==> src/rtl/keycode_pkg.sv <==
// Shared types and constants for the keycode event queue.
// Event format, FSM encoding and a small event constructor.
package keycode_pkg;

  localparam logic [7:0] NO_KEY = 8'h00;

  typedef struct packed {
    logic       press;
    logic [7:0] code;
  } key_evt_t;

  typedef enum logic [1:0] {
    IDLE     = 2'd0,
    PUSH_REL = 2'd1,
    PUSH_PRS = 2'd2
  } kstate_t;

  function automatic key_evt_t make_evt(input logic press, input logic [7:0] code);
    key_evt_t e;
    e.press = press;
    e.code  = code;
    return e;
  endfunction

endpackage

==> src/rtl/key_evt_fifo.sv <==
// Synchronous FIFO of key events with a combinational drop pulse.
// A push into a full FIFO is still accepted when a pop happens in the same cycle.
module key_evt_fifo
  import keycode_pkg::*;
#(
  parameter int DEPTH = 8
) (
  input  logic                     clk,
  input  logic                     rst,
  input  logic                     push,
  input  key_evt_t                 din,
  input  logic                     pop,
  output logic                     full,
  output logic                     empty,
  output logic                     drop,
  output logic [$clog2(DEPTH):0]   count,
  output key_evt_t                 head
);

  localparam int AW = $clog2(DEPTH);
  localparam logic [AW:0] FULL_COUNT = (AW+1)'(DEPTH);

  key_evt_t        mem [DEPTH];
  logic [AW-1:0]   wr_ptr;
  logic [AW-1:0]   rd_ptr;
  logic            do_push;
  logic            do_pop;

  assign empty   = (count == '0);
  assign full    = (count == FULL_COUNT);
  assign do_pop  = pop && !empty;
  assign do_push = push && (!full || do_pop);
  assign drop    = push && !do_push;
  assign head    = empty ? make_evt(1'b0, NO_KEY) : mem[rd_ptr];

  // Pointer and occupancy bookkeeping; power-of-two depth makes wrap implicit.
  always_ff @(posedge clk or posedge rst) begin
    if (rst) begin
      wr_ptr <= '0;
      rd_ptr <= '0;
      count  <= '0;
    end else begin
      if (do_push) begin
        wr_ptr <= wr_ptr + 1'b1;
      end
      if (do_pop) begin
        rd_ptr <= rd_ptr + 1'b1;
      end
      case ({do_push, do_pop})
        2'b10:   count <= count + 1'b1;
        2'b01:   count <= count - 1'b1;
        default: count <= count;
      endcase
    end
  end

  // Storage array; contents are only observed through head while non-empty.
  always_ff @(posedge clk) begin
    if (do_push) begin
      mem[wr_ptr] <= din;
    end
  end

endmodule

==> src/rtl/keycode_event_queue.sv <==
// Debounces the USB keycode PIO and emits press/release events into a FIFO.
// Holds the stability filter, the event-push FSM and the sticky overflow flag.
module keycode_event_queue
  import keycode_pkg::*;
#(
  parameter int STABLE_CYCLES = 50000,
  parameter int FIFO_DEPTH    = 8
) (
  input  logic                          clk_clk,
  input  logic                          reset_reset,
  input  logic [7:0]                    keycode_in,
  output logic                          evt_valid,
  input  logic                          evt_ready,
  output logic [7:0]                    evt_code,
  output logic                          evt_press,
  output logic [7:0]                    held_code,
  output logic [$clog2(FIFO_DEPTH):0]   fifo_count,
  output logic                          overflow,
  input  logic                          overflow_clr
);

  localparam int SW = $clog2(STABLE_CYCLES);
  localparam logic [SW-1:0] STAB_MAX = SW'(STABLE_CYCLES - 1);

  logic [7:0]    cand;
  logic [SW-1:0] stab;
  logic [7:0]    old_code;
  kstate_t       state;
  kstate_t       next_state;
  logic          commit;
  logic          push;
  key_evt_t      push_evt;
  logic          full;
  logic          empty;
  logic          drop;
  key_evt_t      head;

  // Stability filter: restart on any change, otherwise count up and saturate.
  always_ff @(posedge clk_clk or posedge reset_reset) begin
    if (reset_reset) begin
      cand <= NO_KEY;
      stab <= '0;
    end else if (keycode_in != cand) begin
      cand <= keycode_in;
      stab <= '0;
    end else if (stab != STAB_MAX) begin
      stab <= stab + 1'b1;
    end else begin
      stab <= stab;
    end
  end

  assign commit = (stab == STAB_MAX) && (keycode_in == cand) &&
                  (cand != held_code) && (state == IDLE);

  // FSM state plus the accepted/previous keycode captured at commit.
  always_ff @(posedge clk_clk or posedge reset_reset) begin
    if (reset_reset) begin
      state     <= IDLE;
      held_code <= NO_KEY;
      old_code  <= NO_KEY;
    end else begin
      state <= next_state;
      if (commit) begin
        held_code <= cand;
        old_code  <= held_code;
      end
    end
  end

  // Next-state and push generation; release of the old key always precedes the new press.
  always_comb begin
    next_state = state;
    push       = 1'b0;
    push_evt   = make_evt(1'b0, NO_KEY);
    case (state)
      IDLE: begin
        if (commit && (held_code != NO_KEY)) begin
          next_state = PUSH_REL;
        end else if (commit && (cand != NO_KEY)) begin
          next_state = PUSH_PRS;
        end else begin
          next_state = IDLE;
        end
      end
      PUSH_REL: begin
        push     = 1'b1;
        push_evt = make_evt(1'b0, old_code);
        if (held_code != NO_KEY) begin
          next_state = PUSH_PRS;
        end else begin
          next_state = IDLE;
        end
      end
      PUSH_PRS: begin
        push       = 1'b1;
        push_evt   = make_evt(1'b1, held_code);
        next_state = IDLE;
      end
      default: begin
        next_state = IDLE;
      end
    endcase
  end

  key_evt_fifo #(
    .DEPTH (FIFO_DEPTH)
  ) u_fifo (
    .clk   (clk_clk),
    .rst   (reset_reset),
    .push  (push),
    .din   (push_evt),
    .pop   (evt_ready),
    .full  (full),
    .empty (empty),
    .drop  (drop),
    .count (fifo_count),
    .head  (head)
  );

  // Sticky overflow; a drop in the same cycle wins over the clear.
  always_ff @(posedge clk_clk or posedge reset_reset) begin
    if (reset_reset) begin
      overflow <= 1'b0;
    end else if (drop) begin
      overflow <= 1'b1;
    end else if (overflow_clr) begin
      overflow <= 1'b0;
    end else begin
      overflow <= overflow;
    end
  end

  assign evt_valid = !empty;
  assign evt_code  = head.code;
  assign evt_press = head.press;

endmodule

==> config.mk <==
export PLATFORM = sky130hd
export DESIGN_NAME = keycode_event_queue
export DESIGN_NICKNAME = d
export VERILOG_FILES = /design/src/rtl/keycode_pkg.sv /design/src/rtl/key_evt_fifo.sv /design/src/rtl/keycode_event_queue.sv
export SDC_FILE = /design/constraint.sdc
export NUM_CORES = 1
export LEC_CHECK = 0
export ABC_AREA = 1
export ABC_CLOCK_PERIOD_IN_PS = 2660
export BUFFER_PORTS_ARGS = -buffer_cell sky130_fd_sc_hd__clkbuf_2
export CAP_MARGIN = 20
export CORE_MARGIN = 3
export CORE_UTILIZATION = 45
export CTS_CLUSTER_SIZE = 14
export DETAILED_ROUTE_END_ITERATION = 16
export SKIP_LAST_GASP = 1
export SLEW_MARGIN = 0
export SYNTH_ARGS = -nofsm -noshare
export SYNTH_HDL_FRONTEND = slang
export SYNTH_SLANG_ARGS = --single-unit
==> constraint.sdc <==
create_clock -name clk_clk -period 2.66 [get_ports clk_clk]
set_clock_uncertainty 0.05 [all_clocks]
set_input_delay 0.133 -clock clk_clk [delete_from_list [all_inputs] [get_ports clk_clk]]
set_output_delay 0.133 -clock clk_clk [all_outputs]
set_load 0.02 [all_outputs]
Word-level counts from Yosys, hierarchy flattened
Memories as Yosys holds them, arrays and structs flattened.
Index checks and enable logic that the tools add are counted.
{"block": "word_totals", "memories": 1, "output_inout_bits": 23, "wordCells": 59, "register_bits": 53, "ramBits": 72, "inputBits": 12}
{"memory": "u_fifo.mem", "words": 8, "word_bits": 9, "read_ports": 1, "rd_clocked_by_memory_dff": 0, "wr": 1, "line": "key_evt_fifo.sv:23", "source": "key_evt_t mem [DEPTH];"}
{"block": "classes", "reduce_logical": 20, "addsub": 5, "muxes": 14, "eq_ne": 10}
{"operator": "16-bit two-way mux", "count": 2}
{"operator": "9-bit one-hot mux with 2 select lines", "count": 1}
{"operator": "16-bit by 1-bit adder with 16-bit output, second input constant", "count": 1}
{"operator": "16-bit equality test, second input constant", "count": 1}
{"operator": "16-bit inequality test, second input constant", "count": 1}
{"operator": "8-bit inequality test", "count": 2}
{"operator": "8-bit nonzero test", "count": 2}
{"operator": "9-bit two-way mux", "count": 1}
{"operator": "8-bit equality test", "count": 1}
{"operator": "1-bit logical AND", "count": 8}
{"operator": "4-bit one-hot mux with 2 select lines", "count": 1}
{"operator": "3-bit by 1-bit adder with 3-bit output, second input constant", "count": 2}
{"operator": "2-bit two-way mux", "count": 3}
{"operator": "2-bit nonzero test", "count": 3}
{"operator": "1-bit two-way mux", "count": 5}
{"operator": "4-bit by 1-bit adder with 4-bit output, second input constant", "count": 1}
{"operator": "2-bit by 1-bit equality test with 1-bit output, second input constant", "count": 2}
{"operator": "2-bit equality test, second input constant", "count": 2}
{"operator": "4-bit equality test, second input constant", "count": 1}
{"operator": "4-bit logical NOT", "count": 1}
{"operator": "2-bit one-hot mux with 2 select lines", "count": 1}
{"operator": "4-bit by 1-bit subtractor with 4-bit output, second input constant", "count": 1}
{"operator": "1-bit logical NOT", "count": 3}
{"operator": "2-bit logical NOT", "count": 1}
{"operator": "other kinds (2)", "count": 2}

Depth between registers and ports, before layout
Gate-level depths: netlist of run 1.
{"block": "depth", "depth_word": 8, "depth_mapped": 12, "ltp_nobuf": 12}

Hierarchy
From an unflattened synthesis of run 1, not the netlist that was laid out.
{"block": "unflattened", "hier_cells": 620, "hier_area_um2": 5921.9}
{"module": "key_evt_fifo", "cells_per_inst": 297, "instances": 1, "seq_area_each_um2": 2412.3, "area_each_um2": 3518.4}
{"module": "keycode_event_queue", "cells_per_inst": 323, "instances": 1, "seq_area_each_um2": 1076.0, "area_each_um2": 2403.6}

Worst setup path after synthesis of run 1
No wires, ideal clock.
{"block": "synth_timing", "path_type": "register to register", "startpoint": "register u_fifo.count[0]", "endpoint": "register u_fifo.count[2]", "synth_period_minus_slack_ns": 2.171, "path_buffers": 0, "setup_ns": 0.129, "path_slack_ns": 0.489, "stages_incl_launch_ff": 11, "arrival_time_ns": 1.992, "t_required_ns": 2.481, "cell_sequence": "dfrtp_1 -> or2_1 -> nor3_2 -> nor2_1 -> ha_1 -> xor2_1 -> ha_1 -> a21oi_1 -> a21oi_1 -> o21ai_0 -> o21ai_0"}
{"block": "synth_between", "elab_chain_len": 7, "elab_cells_between_ends": 13, "classes_between": "add/sub (2); eq/ne (3); mux (1); reduce/logical (7)"}
{"element": "start: declaration", "line": "key_evt_fifo.sv:16", "source": "output logic [$clog2(DEPTH):0] count,"}
{"element": "start signal: assignment", "line": "key_evt_fifo.sv:50", "source": "2'b10: count <= count + 1'b1;"}
{"element": "start signal: assignment", "line": "key_evt_fifo.sv:51", "source": "2'b01: count <= count - 1'b1;"}
{"element": "start signal: assignment", "line": "key_evt_fifo.sv:52", "source": "default: count <= count;"}
{"element": "4-bit logical NOT (*)", "line": "key_evt_fifo.sv:29", "source": "assign empty = (count == '0);"}
{"element": "1-bit logical NOT (*)", "line": "key_evt_fifo.sv:31", "source": "assign do_pop = pop && !empty;"}
{"element": "1-bit logical AND (*)", "line": "key_evt_fifo.sv:31"}
{"element": "via u_fifo.do_pop", "line": "key_evt_fifo.sv:27", "source": "logic do_pop;"}
{"element": "1-bit logical OR", "line": "key_evt_fifo.sv:32", "source": "assign do_push = push && (!full || do_pop);"}
{"element": "1-bit logical AND", "line": "key_evt_fifo.sv:32"}
{"element": "2-bit by 1-bit equality test with 1-bit output or 2-bit equality test (tied branches)", "line": "key_evt_fifo.sv:49", "source": "case ({do_push, do_pop})"}
{"element": "4-bit one-hot mux with 2 select lines or 2-bit nonzero test (tied branches)"}
The timed path passes the listed nets; every way through them passes the cells marked *.
A chain may end at the register's enable or synchronous reset.

Worst setup path in the final report of run 1
Same ends and word-level chain as after synthesis.

==> results_dict.tcl, run 1 <==
set metrics [dict create \
    synth.distinct_cells 31 \
    numPlacedInstances 808 \
    grt_overflow 0 \
    route.met2.wl_um 5770 \
    worstPathRequired_ns 2.90 \
    leakage_nw 3.00 \
    synth_seq_area_share_pct 59.5 \
    dp_slack_ns 0.387 \
    rr_worst_depth 10 \
    numPortBuffers 34 \
    yosys.area_share.simple_pct 20.8 \
    power_mw 5.97 \
    die_area_sq_um 14400 \
    fin_crit_sh_pct 85.7 \
    ios 35 \
    num_vias 4247 \
    ir_worst_vdd_v 0.000371 \
    gr-usage-all-layers_pct 17.7 \
    final_area_sq_um 6880 \
    endpoint_kind "flip-flop" \
    antenna_found_initial 0 \
    synthAdderAreaFrac_pct 2.13 \
    crit_arrival_ns 2.52 \
    ys_ff_latch 125 \
    yosys_warnings 0 \
    period_needed_ns 2.28 \
    critPathMaxStageDelay_ns 0.42 \
    post_cts.repair.setup_buffers 0 \
    ctsHoldBuffers 10 \
    synth-compound-area-share_pct 8.16 \
    worst_slack_ns 0.381 \
    slew_headroom_pct 45.4 \
    min_path_type "in2reg" \
    holdPathStages 4 \
    finalSetupTns_ns 0 \
    synthMuxAreaShare_pct 1.54 \
    whs_endpoint "u_fifo.rd_ptr[1]" \
    synth_top_family_by_area "simple AND/OR/NAND/NOR gates" \
    cts_sinks 125 \
    finalSetupViolations 0 \
    syn_to_final_growth_pct 17.3 \
    htreeDepth 4 \
    fin_nets 687 \
    grt_max_degree 37 \
    drive_above_1_share_pct 13.3 \
    fillers 1155 \
    grt_pass1_wl_um 19900 \
    syn-mean-instance-area_sq_um 9.45 \
    start_util_pct 46.3 \
    wl_met3_um 434 \
    n_antenna_cell 0 \
    post_cts_resized 0 \
    syn_inst 620 \
    r2r_end "u_fifo.count[2]" \
    dpl_cell_area_sq_um 6180 \
    cts_buffer_depth 2 \
    crit_buf_inv 0 \
    dr.pass1.iters 5 \
    fin_cells 849 \
    die_h_um 120 \
    wirelength_um 11700 \
    maxCapViolCount 0 \
    layout.cells.most_common "nand2_1" \
    fp.dieW_um 120 \
    syn_nets 642 \
    worst_slew_pin_slew_ns 0.815 \
    grt_pass1_vias 4142 \
    r2r_slack_ns 0.38 \
    final_cell_mix "142 x nand2_1, 99 x nor2_1, 72 x edfxtp_1" \
    routedWlPerCell_um 13.8 \
    gp_congestion 0.866 \
    synth_top_area_share_pct 36.9 \
    dpl.hpwl_um 7960 \
    crit_family "simple AND/OR/NAND/NOR gates" \
    num_rows 41 \
    critical_path.slowest_cell "dfrtp_1" \
    syn-cell-area_sq_um 5860 \
    cts_buffers 17 \
    cts_tree "built" \
    cts-root-buf "clkbuf_16" \
    core_sq_um 12700 \
    drt_iter0_drc 260 \
    maxSlewViolCount 0 \
    synth.area.top_cells "edfxtp_1 37%, dfrtp_1 23%, nand2_1 9.1%" \
    timing.final.hold_violations 0 \
    critPathLaunchType "flip-flop" \
    yosys.area_share.xor_xnor_pct 2.09 \
    drc 0 \
    ant_nets 0 \
    fmax_ghz 0.439 \
    crit_type "reg2reg" \
    wl_met1_um 5330 \
    highest_layer "met4" \
    p_per_area_nw_per_um2 867 \
    clk_pin_slew_ns 0.06 \
    run_status "complete, no violations" \
    rsz0062_at_grt "false" \
    clk_latency_ns 0.41 \
    via_per_inst 5.00 \
    crit_fanout 5 \
    yosys.area.top_type "edfxtp_1" \
    hold_path.startpoint "evt_ready" \
    worstPathCellList "or2_1, nor3_2, nor2_1, ha_1, xor2_1, ha_1, a21oi_1, a21oi_1, o21ai_0, o21ai_0" \
    r2r-start "u_fifo.count[0]" \
]
[registers in the layout, indices dropped and copies added (netlist names)]
signal and flops:
stab 16, overflow 1, u_fifo.rd_ptr 3, u_fifo.count 4
held_code 8, state 2, cand 8, u_fifo.wr_ptr 3
u_fifo.mem 72, old_code 8
[worst register-to-register path, cell delays in order, from the launching register on]
cell	delay (ns)
dfrtp_1	0.42
or2_1	0.27
nor3_2	0.20
nor2_1	0.15
ha_1	0.27
xor2_1	0.17
ha_1	0.19
a21oi_1	0.15
a21oi_1	0.08
o21ai_0	0.09
o21ai_0	0.10
[cell type report]
class | instances | area (sq um) | area share [%]
inverter | 51 | 191 | 2.78
multi-input combinational | 415 | 2030 | 29.5
sequential | 125 | 3490 | 50.7
clock buffer | 17 | 425 | 6.19
clock inverter | 14 | 171 | 2.49
tap | 172 | 215 | 3.13
timing repair buffer | 55 | 353 | 5.13
[worst max-delay path by stage]
stage                startpoint              end  slack, ns  depth (start not counted)
6_report        u_fifo.count[0]  u_fifo.count[2]       0.38                         10
3_3_place_gp    u_fifo.count[0]  u_fifo.count[2]       0.49                         10
4_1_cts         u_fifo.count[0]  u_fifo.count[2]       0.38                         10
5_1_grt        u_fifo.rd_ptr[0]        evt_press       0.24                          7
3_5_place_dp    u_fifo.count[0]  u_fifo.count[2]       0.39                         10
2_1_floorplan   u_fifo.count[0]  u_fifo.count[2]       0.49                         10
[cell families after synthesis]
kind of cell / Yosys count
AOI/OAI and AO/OA: 93
and+or+nand+nor: 289
xor gates and xnor gates: 14
muxes: 9
DFF: 125
adders and majority gates: 10
buffers and inverters: 80
[per-layer routing]
metal  GRT usage, %  up-vias
li1               -     2153
met4           7.02        0
met2           29.1       80
met3           5.18        9
met5              0        -
met1           22.1     2005
[metrics by stage]
step | hold slack, ns | utilization (%)
2_1_floorplan | 0.181 | -
3_3_place_gp | 0.193 | 48.8
3_5_place_dp | 0.201 | 48.8
4_1_cts | 0.0111 | 54.3
5_1_grt | 0.0297 | 54.3
6_report | 0.0196 | 54.3
[report_power, final]
part           leakage, nW  internal (mW)  switching [mW]  total, mW
registers             1.49           2.10          0.0913       2.19
logic                 1.22          0.503           0.943       1.45
clock network        0.287           1.47           0.862       2.33
total                 3.00           4.07            1.90       5.97
[cells in the mapped netlist]
cell type  count
dfrtp_1       53
nor2_1        99
buf_6          4
edfxtp_1      72
clkbuf_1      15
o22ai_1       10
or2_1          2
buf_1          2
nor3_1         6
nand4_1       18
nor2_4         2
nand3_2        1
nand2_2        2
o21ai_1       23
nor3_2         1
nor2_2         2
nand3b_1       1
inv_2          5
nand2_1      142
inv_1         44
o21ai_0       38
clkinv_1       2
nor4_1         3
xnor2_1        8
xor2_1         6
nand3_4        1
ha_1          10
nand3_1        9
mux2i_1        9
a21oi_1       22
buf_2          8
Note: power is estimated with default switching activity, not from simulation.
==> run 2, diff against run 1 <==
--- a/config.mk
+++ b/config.mk
@@ -13,6 +13,7 @@
 export CORE_UTILIZATION = 45
 export CTS_CLUSTER_SIZE = 14
 export DETAILED_ROUTE_END_ITERATION = 16
+export REMOVE_ABC_BUFFERS = 1
 export SKIP_LAST_GASP = 1
 export SLEW_MARGIN = 0
 export SYNTH_ARGS = -nofsm -noshare
==> run 2 against run 1 <==
Final cell count is 0.12% lower; cell area shrank 0.24%; critical path depth unchanged; die area did not move; sequential share of layout area is 0.12 points higher; global-route usage increased by 0.21 points; sequential cell count is the same; wire length rose by 1.5%.
==> results_dict.tcl, run 2 (synthesized netlist as in run 1, its figures left out) <==
set metrics [dict create \
    die_h_um 120 \
    ant_nets 0 \
    worst_slew_pin_slew_ns 0.892 \
    crit_type "reg2reg" \
    start_util_pct 46.3 \
    largest_reg_flops 72 \
    clk_pin_slew_ns 0.05 \
    num_rows 41 \
    htreeDepth 4 \
    rr_worst_depth 10 \
    numPlacedInstances 806 \
    cts_buffers 17 \
    route.met2.wl_um 5860 \
    drive_above_1_share_pct 12.7 \
    whs_endpoint "u_fifo.rd_ptr[1]" \
    fp.dieW_um 120 \
    num_vias 4206 \
    worstPathRequired_ns 2.89 \
    post-route-util_pct 54.1 \
    ios 35 \
    wirelength_um 11800 \
    grt_pass1_wl_um 20500 \
    gr-usage-all-layers_pct 18.0 \
    die_area_sq_um 14400 \
    drt_iter0_drc 271 \
    grt_overflow 0 \
    r2r_end "u_fifo.count[2]" \
    slew_headroom_pct 40.3 \
    crit_fanout 5 \
    numPortBuffers 34 \
    path_depth 10 \
    finalSetupViolations 0 \
    r2r-start "u_fifo.count[0]" \
    ir_worst_vdd_v 0.000489 \
    finalSetupTns_ns 0 \
    wl_met3_um 431 \
    cts_tree "built" \
    holdPathStages 4 \
    crit_family "simple AND/OR/NAND/NOR gates" \
    timing.final.hold_violations 0 \
    cts_sinks 125 \
    worstPathCellList "or2_1, nor3_2, nor2_1, ha_1, xor2_1, ha_1, a21oi_1, a21oi_1, o21ai_0, o21ai_0" \
    via_per_inst 4.96 \
    layout.cells.most_common "nand2_1" \
    final_cell_mix "142 x nand2_1, 99 x nor2_1, 72 x edfxtp_1" \
    period_needed_ns 2.33 \
    maxSlewViolCount 0 \
    rsz0062_at_grt "false" \
    crit_arrival_ns 2.56 \
    n_antenna_cell 0 \
    min_path_type "in2reg" \
    grt_max_degree 37 \
    syn_to_final_growth_pct 17.1 \
    clk_latency_ns 0.41 \
    fmax_ghz 0.429 \
    fin_cells 848 \
    critPathLaunchType "flip-flop" \
    crit_buf_inv 0 \
    endpoint_kind "flip-flop" \
    reg.largest.list "u_fifo.mem: 72 flops, stab: 16 flops" \
    largest_register "u_fifo.mem" \
    r2r_slack_ns 0.33 \
    drc 0 \
    maxCapViolCount 0 \
    dr.pass1.iters 4 \
    cts-root-buf "clkbuf_16" \
    post_cts_resized 0 \
    fin_nets 685 \
    p_per_area_nw_per_um2 867 \
    gp_congestion 0.826 \
    core_sq_um 12700 \
    hold_path.startpoint "evt_ready" \
    fin_crit_sh_pct 87.7 \
    wl_met1_um 5460 \
    highest_layer "met4" \
    dpl.hpwl_um 8000 \
    leakage_nw 2.99 \
    run_status "complete, no violations" \
    cts_buffer_depth 2 \
    critPathMaxStageDelay_ns 0.43 \
    critical_path.slowest_cell "dfrtp_1" \
    power_mw 5.95 \
    grt_pass1_vias 4258 \
    routedWlPerCell_um 14.0 \
    antenna_found_initial 0 \
]
run 2: what timing repair did:
item | 4_1_cts | 5_1_grt
hold buffers | 10 | 0
endpoints found under the hold margin | 28 | 0
setup buffers | 0 | 0
run 2: report_power, final:
group	internal [mW]	total (mW)	leakage (nW)	switching (mW)
registers	2.10	2.22	1.49	0.126
logic	0.511	1.45	1.21	0.936
clock network	1.47	2.27	0.281	0.805
run 2: stage by stage:
stage          hold WS, ns  setup slack [ns]  cell area, sq um
6_report            0.0364             0.327              6860
5_1_grt             0.0649             0.108              6860
4_1_cts             0.0195             0.343              6860
3_5_place_dp        0.0887             0.364              6180
3_3_place_gp        0.0787             0.483              6180
2_1_floorplan        0.114             0.489              5710
run 2: final cells by class:
class | instances | area [sq um]
repair buffers | 53 | 350
clock buffers | 21 | 440
inverters | 51 | 191
well taps | 172 | 215
clock inverters | 11 | 143
multi-input cells | 415 | 2030
flip-flops and latches | 125 | 3490
fillers | 1162 | 5810
run 2: worst max-delay path by stage:
| stage | end | slack, ns | from |
|---|---|---|---|
| after floorplan | u_fifo.count[2] | 0.49 | u_fifo.count[0] |
| after global placement | u_fifo.count[2] | 0.48 | u_fifo.count[0] |
| after detailed placement | u_fifo.count[2] | 0.36 | u_fifo.count[0] |
| after CTS | u_fifo.count[2] | 0.34 | u_fifo.count[0] |
| after global routing | evt_code[1] | 0.11 | u_fifo.rd_ptr[0] |
| final | u_fifo.count[2] | 0.33 | u_fifo.count[0] |
run 2: worst reg2reg max path, stage by stage (launching register included):
cell and delay [ns]:
dfrtp_1 0.43, or2_1 0.27, nor3_2 0.21, nor2_1 0.16, ha_1 0.28, xor2_1 0.18
ha_1 0.20, a21oi_1 0.15, a21oi_1 0.09, o21ai_0 0.09, o21ai_0 0.10
run 2: routing by layer:
metal  global-route usage, %  up-vias
met5                       0        -
met4                    6.23        0
met3                    5.04        7
met2                    30.2       75
met1                    22.3     1968
li1                        -     2156
==> run 3, diff against run 2 <==
--- a/config.mk
+++ b/config.mk
@@ -11,6 +11,7 @@
 export CAP_MARGIN = 20
 export CORE_MARGIN = 3
 export CORE_UTILIZATION = 45
+export CTS_BUF_LIST = sky130_fd_sc_hd__clkbuf_4 sky130_fd_sc_hd__clkbuf_8 sky130_fd_sc_hd__clkbuf_16
 export CTS_CLUSTER_SIZE = 14
 export DETAILED_ROUTE_END_ITERATION = 16
 export REMOVE_ABC_BUFFERS = 1
@@ -18,4 +19,5 @@
 export SLEW_MARGIN = 0
 export SYNTH_ARGS = -nofsm -noshare
 export SYNTH_HDL_FRONTEND = slang
+export SYNTH_HIERARCHICAL = 1
 export SYNTH_SLANG_ARGS = --single-unit
==> run 3 against run 2 <==
Clock power rose by 7%; count of clock-buffer cells in the layout shrank 3; combinational power increased by 14%; via count increased by 2.5%; synthesized area is 1.0% higher; sequential cell count unchanged; cell area is 1.8% higher; sequential share of layout area shrank 0.91 points; global-route usage is 0.35 points higher; critical path type is now reg2out.
==> results_dict.tcl, run 3 <==
set metrics [dict create \
    run_status "complete, no violations" \
    critPathMostFrequentCell "nor2_1" \
    syn_inst 620 \
    die_h_um 121 \
    cts_tree "built" \
    dpl.hpwl_um 7900 \
    crit_type "reg2out" \
    timing.final.hold_violations 0 \
    post_cts.repair.setup_buffers 0 \
    worstPathCellList "buf_12, inv_4, nor2_1, o21ai_0, nor2_1, nor2_1, clkbuf_2" \
    num_rows 41 \
    fmax_ghz 0.459 \
    critPathLaunchType "flip-flop" \
    syn-cell-area_sq_um 5920 \
    synthMostInstantiatedCell "nand2_1" \
    clk_latency_ns 0.42 \
    p_per_area_nw_per_um2 894 \
    crit_buf_inv 3 \
    async_flop_share_pct 42.4 \
    fin_crit_sh_pct 81.9 \
    comb_power_share_pct 26.5 \
    cts_buffer_depth 2 \
    p_int_mw 4.24 \
    crit_family "buffers and inverters" \
    ant_nets 0 \
    grt_pass1_wl_um 20800 \
    yosys.area.top_type "edfxtp_1" \
    ios 35 \
    worst_slew_pin_slew_ns 0.800 \
    routedWlPerCell_um 14.3 \
    final_cell_mix "126 x nand2_1, 102 x nor2_1, 72 x edfxtp_1" \
    final_area_sq_um 6990 \
    maxSlewViolCount 0 \
    ir_worst_vdd_v 0.000572 \
    crit_arrival_ns 1.99 \
    rsz0062_at_grt "false" \
    endpoint_kind "output pin" \
    fp.dieW_um 121 \
    largest_reg_flops 72 \
    min_path_type "in2reg" \
    leakage_nw 3.07 \
    syn_to_final_growth_pct 18.0 \
    num_vias 4310 \
    finalSetupTns_ns 0 \
    finalSetupViolations 0 \
    reg.largest.list "u_fifo/mem: 72 flops, stab: 16 flops" \
    maxCapViolCount 0 \
    clkPwrFrac_pct 39.0 \
    synth.distinct_cells 36 \
    start_util_pct 46.5 \
    gr-usage-all-layers_pct 18.3 \
    synth_edf_count 72 \
    critical_path.slowest_cell "dfrtp_1" \
    drive_above_1_share_pct 16.0 \
    cts-root-buf "clkbuf_16" \
    period_needed_ns 2.18 \
    dpl_cell_area_sq_um 6260 \
    cts_sinks 125 \
    dr.pass1.iters 5 \
    sequentialPowerShare_pct 34.5 \
    via_per_inst 5.05 \
    htreeDepth 4 \
    ys_ff_latch 125 \
    gp_congestion 0.801 \
    synth_top_area_share_pct 36.5 \
    antenna_found_initial 0 \
    layout.cells.most_common "nand2_1" \
    yosys_warnings 6 \
    ys.flop_type "edfxtp_1" \
    clk_pin_slew_ns 0.05 \
    cts_buffers 17 \
    grt_overflow 0 \
    synth_seq_area_share_pct 58.9 \
    fin_nets 690 \
    die_area_sq_um 14600 \
    grt_max_degree 39 \
    syn-mean-instance-area_sq_um 9.55 \
    numPortBuffers 34 \
    switchingPower_mw 2.01 \
    slew_headroom_pct 46.4 \
    drc 0 \
    wirelength_um 12200 \
    synth.area.top_cells "edfxtp_1 37%, dfrtp_1 22%, nand2_1 8.0%" \
    largest_register "u_fifo/mem" \
    crit_fanout 38 \
    n_antenna_cell 0 \
    synth_commonest_cells "126 x nand2_1, 102 x nor2_1, 72 x edfxtp_1" \
    core_sq_um 12700 \
    grt_pass1_vias 4277 \
    swShare_pct 32.1 \
    critPathMaxStageDelay_ns 0.39 \
    worstPathRequired_ns 2.48 \
    drt_iter0_drc 310 \
    fillers 1165 \
]
[run 3: layer usage]
| metal | GRT usage, % | vias to the layer above | wire length (um) |
|---|---|---|---|
| met1 | 22.5 | 2067 | 5450 |
| met5 | 0 | - | 0 |
| met3 | 4.91 | 13 | 432 |
| li1 | - | 2157 | - |
| met2 | 31.0 | 73 | 6140 |
| met4 | 6.87 | 0 | 180 |
[run 3: metrics by stage]
step	cells	util (%)	setup WS, ns	total power, mW	hold slack (ns)
final	853	54.9	0.482	6.25	0.0328
after global routing	853	54.9	0.287	6.62	0.0408
after CTS	853	54.9	0.451	6.31	0.0237
after detailed placement	811	49.2	0.579	3.86	0.0883
after global placement	811	49.2	0.652	3.83	0.0833
after floorplan	591	-	0.471	3.31	-0.0768
[run 3: logic make-up after synthesis]
family          synth area share, %
compound gates                 8.51
fa+ha+maj                      2.24
flops                          58.9
simple gates                   22.6
xor+xnor                       1.33
mux                           0.190
buf+inv                        6.19
[run 3: timing repair]
action / in CTS / in global routing
gates resized for setup: 0 / 0
hold buffers: 10 / 0
setup endpoints to repair: 0 / 0
hold endpoints to repair: 39 / 0
[run 3: worst paths after layout]
kind / start / end / slack [ns] / depth (start not counted)
worst max register to register: state[0] / u_fifo/count[3] / 0.58 / 12
max in group asynchronous: reset_reset / stab[14] / 1.56 / 4
min in group asynchronous: reset_reset / u_fifo/wr_ptr[0] / 0.22 / 3
worst min register to register: old_code[1] / old_code[1] / 0.42 / 2
worst min-delay path: evt_ready / u_fifo/rd_ptr[2] / 0.03 / 3
worst max-delay path: u_fifo/rd_ptr[0] / evt_code[2] / 0.48 / 7
[run 3: layout make-up]
type / instances / area (sq um) / share of cell area, %
Inverter: 53 / 201 / 2.88
Tap cell: 172 / 215 / 3.08
Sequential cell: 125 / 3490 / 49.9
Multi-Input combinational cell: 413 / 2070 / 29.6
Clock buffer: 18 / 433 / 6.20
Timing Repair Buffer: 58 / 388 / 5.55
Clock inverter: 14 / 193 / 2.76
[run 3: power groups by stage]
stage	sequential (mW)	combinational (mW)	clock, mW
2_1_floorplan	2.33	0.979	0
3_3_place_gp	2.19	1.64	0
3_5_place_dp	2.20	1.66	0
4_1_cts	2.16	1.68	2.47
5_1_grt	2.16	1.89	2.56
6_report	2.16	1.66	2.44
[run 3: worst register-to-register path, stage by stage, from the launching register on]
cell and delay [ns]:
dfrtp_1 0.35, inv_1 0.08, ha_1 0.32, inv_2 0.10, nand3_2 0.14, inv_1 0.12
ha_1 0.26, a21oi_1 0.21, nand3_1 0.11, nand2_2 0.09, nand3_1 0.06, nand2_1 0.07
inv_1 0.03
